===== src/rtl/huffman_coder.sv =====
`default_nettype none
// ============================================================================
// Module      : huffman_coder
// Description : Static canonical Huffman encoder for 3-bit symbols. Accepts a
//               symbol on a start strobe, emits its codeword MSB-first one bit
//               per clock, and presents {length, codeword} in parallel on the
//               bidirectional pins (always driven as outputs).
// Revision    : 1.0 - initial release
// ============================================================================
module huffman_coder (
  input  logic       clk,
  input  logic       rst_n,
  input  logic       ena,
  input  logic [7:0] ui_in,
  output logic [7:0] uo_out,
  input  logic [7:0] uio_in,
  output logic [7:0] uio_out,
  output logic [7:0] uio_oe
);

  // Two-state controller: waiting for a symbol, or shifting its codeword out.
  typedef enum logic [0:0] {
    IDLE = 1'b0,
    EMIT = 1'b1
  } state_t;

  localparam logic [7:0] c_uio_all_out = 8'hFF;

  state_t     r_state;
  state_t     w_state_nxt;
  logic [4:0] r_shift;          // codeword left-aligned, MSB is the bit on the wire
  logic [4:0] w_shift_nxt;
  logic [2:0] r_remaining;      // bits still to be presented, including the current one
  logic [2:0] w_remaining_nxt;
  logic [7:0] r_code_out;       // {L, codeword right-aligned} of the last accepted symbol
  logic [7:0] w_code_out_nxt;
  logic       r_done;
  logic       w_done_nxt;
  logic [3:0] r_count;          // completed symbols, wraps 15 -> 0
  logic [3:0] w_count_nxt;

  logic [2:0] w_sym;
  logic       w_start;
  logic [2:0] w_len;
  logic [4:0] w_cw_right;
  logic [4:0] w_cw_left;
  logic       w_bit_valid;
  logic       w_serial;
  logic       w_unused;

  assign w_sym   = ui_in[2:0];
  assign w_start = ui_in[3];

  // The upper input bits and the bidirectional inputs carry no function.
  assign w_unused = &{1'b0, ui_in[7:4], uio_in};

  // Fixed code table; the left-aligned form feeds the shifter directly so no
  // variable shift is needed at load time.
  always_comb begin
    w_len      = 3'd2;
    w_cw_right = 5'b00000;
    w_cw_left  = 5'b00000;
    unique case (w_sym)
      3'd0: begin w_len = 3'd2; w_cw_right = 5'b00000; w_cw_left = 5'b00000; end
      3'd1: begin w_len = 3'd2; w_cw_right = 5'b00001; w_cw_left = 5'b01000; end
      3'd2: begin w_len = 3'd3; w_cw_right = 5'b00100; w_cw_left = 5'b10000; end
      3'd3: begin w_len = 3'd3; w_cw_right = 5'b00101; w_cw_left = 5'b10100; end
      3'd4: begin w_len = 3'd3; w_cw_right = 5'b00110; w_cw_left = 5'b11000; end
      3'd5: begin w_len = 3'd4; w_cw_right = 5'b01110; w_cw_left = 5'b11100; end
      3'd6: begin w_len = 3'd5; w_cw_right = 5'b11110; w_cw_left = 5'b11110; end
      3'd7: begin w_len = 3'd5; w_cw_right = 5'b11111; w_cw_left = 5'b11111; end
      default: begin w_len = 3'd2; w_cw_right = 5'b00000; w_cw_left = 5'b00000; end
    endcase
  end

  // Next-state logic; with ena low every register reloads its own value.
  always_comb begin
    w_state_nxt     = r_state;
    w_shift_nxt     = r_shift;
    w_remaining_nxt = r_remaining;
    w_code_out_nxt  = r_code_out;
    w_done_nxt      = r_done;
    w_count_nxt     = r_count;
    if (ena) begin
      w_done_nxt = 1'b0;
      unique case (r_state)
        IDLE: begin
          if (w_start) begin
            w_shift_nxt     = w_cw_left;
            w_remaining_nxt = w_len;
            w_code_out_nxt  = {w_len, w_cw_right};
            w_state_nxt     = EMIT;
          end
        end
        EMIT: begin
          w_shift_nxt     = {r_shift[3:0], 1'b0};
          w_remaining_nxt = r_remaining - 3'd1;
          if (r_remaining == 3'd1) begin
            w_state_nxt = IDLE;
            w_done_nxt  = 1'b1;
            w_count_nxt = r_count + 4'd1;
          end
        end
        default: begin
          w_state_nxt = IDLE;
        end
      endcase
    end
  end

  // State and datapath registers; reset aborts any emission in progress.
  always_ff @(posedge clk or negedge rst_n) begin
    if (!rst_n) begin
      r_state     <= IDLE;
      r_shift     <= 5'd0;
      r_remaining <= 3'd0;
      r_code_out  <= 8'd0;
      r_done      <= 1'b0;
      r_count     <= 4'd0;
    end else begin
      r_state     <= w_state_nxt;
      r_shift     <= w_shift_nxt;
      r_remaining <= w_remaining_nxt;
      r_code_out  <= w_code_out_nxt;
      r_done      <= w_done_nxt;
      r_count     <= w_count_nxt;
    end
  end

  // A bit is on the wire for every cycle spent in EMIT; serial is forced low otherwise.
  assign w_bit_valid = (r_state == EMIT);
  assign w_serial    = w_bit_valid & r_shift[4];

  assign uo_out  = {r_count, r_done, w_bit_valid, w_bit_valid, w_serial};
  assign uio_out = r_code_out;
  assign uio_oe  = c_uio_all_out;

endmodule
`default_nettype wire


===== config.mk =====
export PLATFORM = sky130hd
export DESIGN_NAME = huffman_coder
export DESIGN_NICKNAME = d
export VERILOG_FILES = /design/src/rtl/huffman_coder.sv
export SDC_FILE = /design/constraint.sdc
export NUM_CORES = 1
export LEC_CHECK = 0
export CAP_MARGIN = 20
export CORE_ASPECT_RATIO = 0.75
export CORE_UTILIZATION = 40
export CTS_CLUSTER_SIZE = 30
export DETAILED_ROUTE_END_ITERATION = 6
export PLACE_DENSITY = 0.78
export SLEW_MARGIN = 20
export SYNTH_ARGS = -nofsm -noshare
export SYNTH_HDL_FRONTEND = slang
export SYNTH_SLANG_ARGS = --single-unit
export TNS_END_PERCENT = 20

===== constraint.sdc =====
create_clock -name clk -period 3.7 [get_ports clk]
set_clock_uncertainty 0.15 [all_clocks]
set_input_delay 1.11 -clock clk [delete_from_list [all_inputs] [get_ports clk]]
set_output_delay 1.11 -clock clk [all_outputs]
set_load 0.05 [all_outputs]

==> results.tsv <==
metric	value	unit
status	complete, no violations	
drt first pass iters	4	
IO Count	43	
Cell Pwr Density	871	nW/um^2
r2r worst-path depth	4	
Synth area leaders	dfrtp_1 (48%), buf_4 (9.6%), o21ai_0 (5.5%)	
Via density	4.68	
crit path cell chain	and2_1 > clkdlybuf4s50_1	
drt drc	0	
most frequent cells after synthesis	dfrtp_1 (21), nand2_1 (15), buf_4 (14), o21ai_0 (12), inv_1 (7)	
Async S/R FF share, synth	1.00	
hold-fix buffers at CTS	0	
initial antenna violation count	0	
root buffer cell	clkbuf_4	
H-tree depth	1	
DP Area	1260	sq um
global-route wire length before repair	2970	microns
synthesized area per cell	10.2	sq um
max cap viols	0	
largest net degree at the start of global routing	22	
n_diodes	0	
final worst-path cycle share	0.790	
Num Clock Sinks	21	
fin area	1290	sq um
top-count cell post-synth	dfrtp_1	
cell count after synthesis	108	
grt ovf	0	
critical path type	reg2out	
#FFs+latches synth	21	
Clock Latency Late Sink	0.30	ns
Synth top area share	0.478	
sequential share of the synthesized area	0.478	
Wirelength per Cell	11.3	microns
number of global-route vias before repair	688	
Die X	62.5	microns
hold path cells	1	
synth unique cells	29	
Setup TNS Final	0	ns
worst vdd ir	0.232	mV
Reg clk slew, reported paths	0.12	ns
final-report setup violation count	0	
Die Y	47.4	microns
critical path fanouts, max	4	
Starting Density	0.423	
EDFF count, synth	0	
Hold WC Path Type	reg2reg	
buffers inserted by post-CTS timing repair	0	
CTS resizes	0	
Syn Std Cell Area	1100	sq um
CTS tree	yes	
ratio of cells with drive above 1 in the final layout	0.0800	
Worst Path Buf+Inv	1	
routed vias	754	
CP arrival	1.66	ns
final hold violation count	0	
global-route usage over all layers	0.134	
FMAX	342	MHz
hpwl dp	1330	microns
Crit path largest cell delay	0.79	ns
Final Util	0.494	
Tmin final	2.92	ns
CTS Buf Count	3	
WL final	1820	microns
Row Count	16	
PortBufs	22	
warnings from Yosys	0	
maximum buffer depth of the clock tree	2	
final antenna-violating net count	0	
Crit path max-delay family	buffers and inverters	
Leakage	0.594	nW
max-slew violations	0	
Crit path depth	2	
Cells after DPL	157	
total power	1.12	mW
unrepaired setup endpoints after global routing	no	
crit end category	primary output	
prevailing post-synth register cell	dfrtp_1	
Final GP Congestion	0.814	
area grow syn2layout	17.0	%
CP Data Required Time	2.44	ns
Core ar.	2600	sq um
Startpoint Class	flop	
Final nets	148	
fin cells	161	
Crit-path slowest cell	clkdlybuf4s50_1	
leading area contributor after synthesis	dfrtp_1	
Starting DRT DRC Count	45	
Slew headroom	0.385	
die area	2970	sq um
worst-margin pin slew	0.920	ns
## registers in the layout (all words and copies together) (netlist names)
name         flops
r_state          1
r_shift          5
r_done           1
r_count          4
r_remaining      3
uio_out          7
## kinds of logic after synthesis
kind of cell	share of synthesized area
simple gates	0.147
compound gates	0.143
buf+inv	0.150
flops	0.478
fa+ha+maj	0.0341
xor+xnor	0.0239
mux	0.0205
other cells	0.00341
## cell usage in the layout, fill, tap and decap left out, types with 5 or more instances in the layout
cell type,netlist,final
nand2_1,15,15
a21oi_1,5,5
o21ai_0,12,12
inv_1,7,7
conb_1,1,8
clkdlybuf4s50_1,0,22
dfrtp_1,21,21
## where the power goes
group          internal [mW]  switching, mW  leakage [nW]  total, mW
registers              0.318         0.0619         0.261      0.380
logic                  0.223          0.409         0.318      0.632
clock network         0.0419         0.0663        0.0150      0.108
## routing by layer
| metal | wire [microns] | share of wire | GRT usage |
|---|---|---|---|
| met4 | 20 | 0.011 | 0.0698 |
| met3 | 65 | 0.036 | 0.0333 |
| met2 | 886 | 0.49 | 0.235 |
| met1 | 848 | 0.47 | 0.162 |
| met5 | 0 | 0 | 0 |
## stage by stage
stage	worst slack, ns	hold slack [ns]
floorplan	1.47	0.299
global placement	1.00	0.310
detailed placement	0.980	0.317
CTS	0.748	0.336
global route	0.720	0.362
finish	0.775	0.330
## cell type report
type                    count  area (sq um)
fillers                   249          1320
flip-flops and latches     21           526
clock buffers               4          26.3
well taps                  36          45.0
repair buffers             23           228
multi-input cells          70           435
inverters                   7          26.3
## worst reg2reg max path, delay by kind of cell (launching register included)
| family | cells | cell delay [ns] |
|---|---|---|
| and+or+nand+nor | 2 | 0.55 |
| DFF | 1 | 0.44 |
| buffers and inverters | 1 | 0.21 |
| AOI/OAI and AO/OA | 1 | 0.09 |
## final timing paths
check	start	endpoint	slack, ns
worst max-delay path	r_state	uo_out[0]	0.78
worst min-delay path	r_count[3]	r_count[3]	0.33
worst min register to register	r_count[3]	r_count[3]	0.33
min in group asynchronous	rst_n	r_count[2]	1.16
worst max register to register	r_state	r_remaining[1]	2.14
max in group asynchronous	rst_n	uio_out[4]	1.67
No activity file was read; power rests on OpenSTA's default activity.
==> RTL edit: new RTL, same flow settings <==
Register the output `uo_out`; this adds one clock of latency there. The other outputs are not delayed to match.
--- a/src/rtl/huffman_coder.sv
+++ b/src/rtl/huffman_coder.sv
@@ -131,7 +131,9 @@
   assign w_bit_valid = (r_state == EMIT);
   assign w_serial    = w_bit_valid & r_shift[4];
 
-  assign uo_out  = {r_count, r_done, w_bit_valid, w_bit_valid, w_serial};
+  always_ff @(posedge clk) begin
+    uo_out <= {r_count, r_done, w_bit_valid, w_bit_valid, w_serial};
+  end
   assign uio_out = r_code_out;
   assign uio_oe  = c_uio_all_out;
 
Function: changed (a bounded check fails within 4 cycles, from zero or initial values and one cycle with rst_n low).
==> RTL edit against the original RTL <==
  * Sequential cell count is 7 higher
  * Setup slack better by 0.21 ns
  * First-iteration DRC count is 20% lower
  * Synthesized cell count is 8.3% higher
  * Area after synthesis is 7.2% higher
  * Power is 24% higher
  * Cell area is 13% higher
  * Routed wire length is 10% higher
  * Clock power is 120% higher
  * Sequential power is 37% higher
  * Global-route usage is 0.85 points higher
  * Hold slack worse by 0.094 ns
  * Combinational power is 0.8% higher
  * Critical path type unchanged
  * Largest cell class unchanged
  * Highest routed layer unchanged
==> RTL edit: results (changes against the original RTL) <==
- Status: completed
- Cell variety after synth: 26 (-10%)
- Reg2Reg Depth: 3 (-1)
- Worst rel slew slack: 38.1% (-0.39 points)
- Wire length on met3: 71 um (+9.2%)
- Register area share after synthesis: 56.5% (+8.7 points)
- Placed Cells incl. Taps: 169 (+7.6%)
- M1 wire length: 907 um (+7.0%)
- CP endpoint: uio_out[3]
- Crit-path max FO: 3 (-1)
- Nets: 160 (+8.1%)
- Dpl ws: 0.784 ns (-0.197 ns)
- Max incr delay on CP: 0.81 ns (+0.02 ns)
- GR met1 Demand/Resource: 17.1% (+0.96 points)
- Via count of the first global-routing pass: 753 (+9.4%)
- Combinational gate power: 0.000637 W (+0.8%)
- Ys flop type: dfrtp_1
- R2r startpoint: r_state$_DFFE_PN0P_
- DR WL/cell: 11.6 um (+2.7%)
- P per Cell Area: 959 nW/um2 (+10%)
- Reg clk slew, reported paths: 0.09 ns (-0.03 ns)
- Worst-skew pair later-pin latency: 0.27 ns (-0.03 ns)
- Hold Crit Start: r_done$_DFFE_PN0P_
- RR Endpoint: r_remaining[2]$_DFFE_PN0P_
- Hold path depth: 0 (-1)
- Hold path endpoint: uo_out[3]$_DFF_P_
- DR vias: 829 (+9.9%)
- Met2 wire length: 978 um (+10%)
- Post-route minimum period: 2.71 ns (-0.215 ns)
- Largest cells by area after synthesis: dfrtp_1 45%, dfxtp_1 12%, buf_4 7.0%, nand2_1 6.7%, o21ai_1 4.2%
- # fillers: 235 (-5.6%)
- Antenna viol nets, final: 0 (unchanged)
- Synth cell count leaders: 21 x dfrtp_1, 21 x nand2_1, 11 x buf_4, 10 x o21ai_1
- Drt first-iter violations: 36 (-20%)
- Dpl hpwl: 1.46 mm (+10%)
- Reg2Reg Setup Slack: 1.83 ns (-0.31 ns)
- Routed Wire Length: 2.01 mm (+10%)
- Grt met3 use: 4.91% (+1.6 points)
- Clock root cell: clkbuf_8
- Initial antenna violation count: 0 (unchanged)
- NetSw: 0.000592 W (+10%)
- Gr usage total: 14.3% (+0.85 points)
- Fraction of layout cells with a size suffix above 1: 3.65% (-4.4 points)
- Crit path launch: uio_out[3]$_DFFE_PN0P_
- Met2 Use GR: 23.0% (-0.50 points)
- Synth async-reset ratio: 75.0% (-25 points)
- Hold Slack: 0.236 ns (-0.0940 ns)
- Mean area per synthesized cell: 10.1 um2 (-1.1%)
- Largest net degree at the start of global routing: 22 (unchanged)
- First-pass GRT wire length: 3.33 mm (+12%)
- Max rail drop VDD: 0.390 mV (+68%)
- CP max stage cell: clkdlybuf4s50_1
- LEAKAGE: 0.660 nW (+11%)
- Placed inst area: 1380 um2 (+9.5%)
- Final Wtd Congestion: 0.726 (-11%)
- P_seq: 0.000519 W (+37%)
[RTL edit: changes by cell type after synthesis, moves of 2 or more]
cell,delta
and3_1,+2
a21oi_1,-2
buf_6,-3
mux2_1,+2
nand2_1,+6
nand2b_1,+2
o21ai_1,+10
buf_2,+3
mux2_2,-2
dfxtp_1,+7
buf_4,-3
o21ai_0,-5
[RTL edit: cell type report]
cell class	count	area [um2]	share of cell area, %
Sequential cell	28	666	45.9
Multi-Input combinational cell	76	419	28.9
Timing Repair Buffer	23	228	15.7
Tap cell	36	45.0	3.10
Clock buffer	3	41.3	2.84
Clock inverter	1	30.0	2.07
Inverter	6	22.5	1.55
[RTL edit: logic make-up after synthesis]
family / count (synthesis) / share of synthesized area [%]
fa+ha+maj: 3 / 3.19
buf+inv: 20 / 10.2
simple gates: 36 / 14.5
xor+xnor: 3 / 2.23
other cells: 1 / 0.318
mux: 2 / 1.91
flops: 28 / 56.5
compound gates: 24 / 11.1
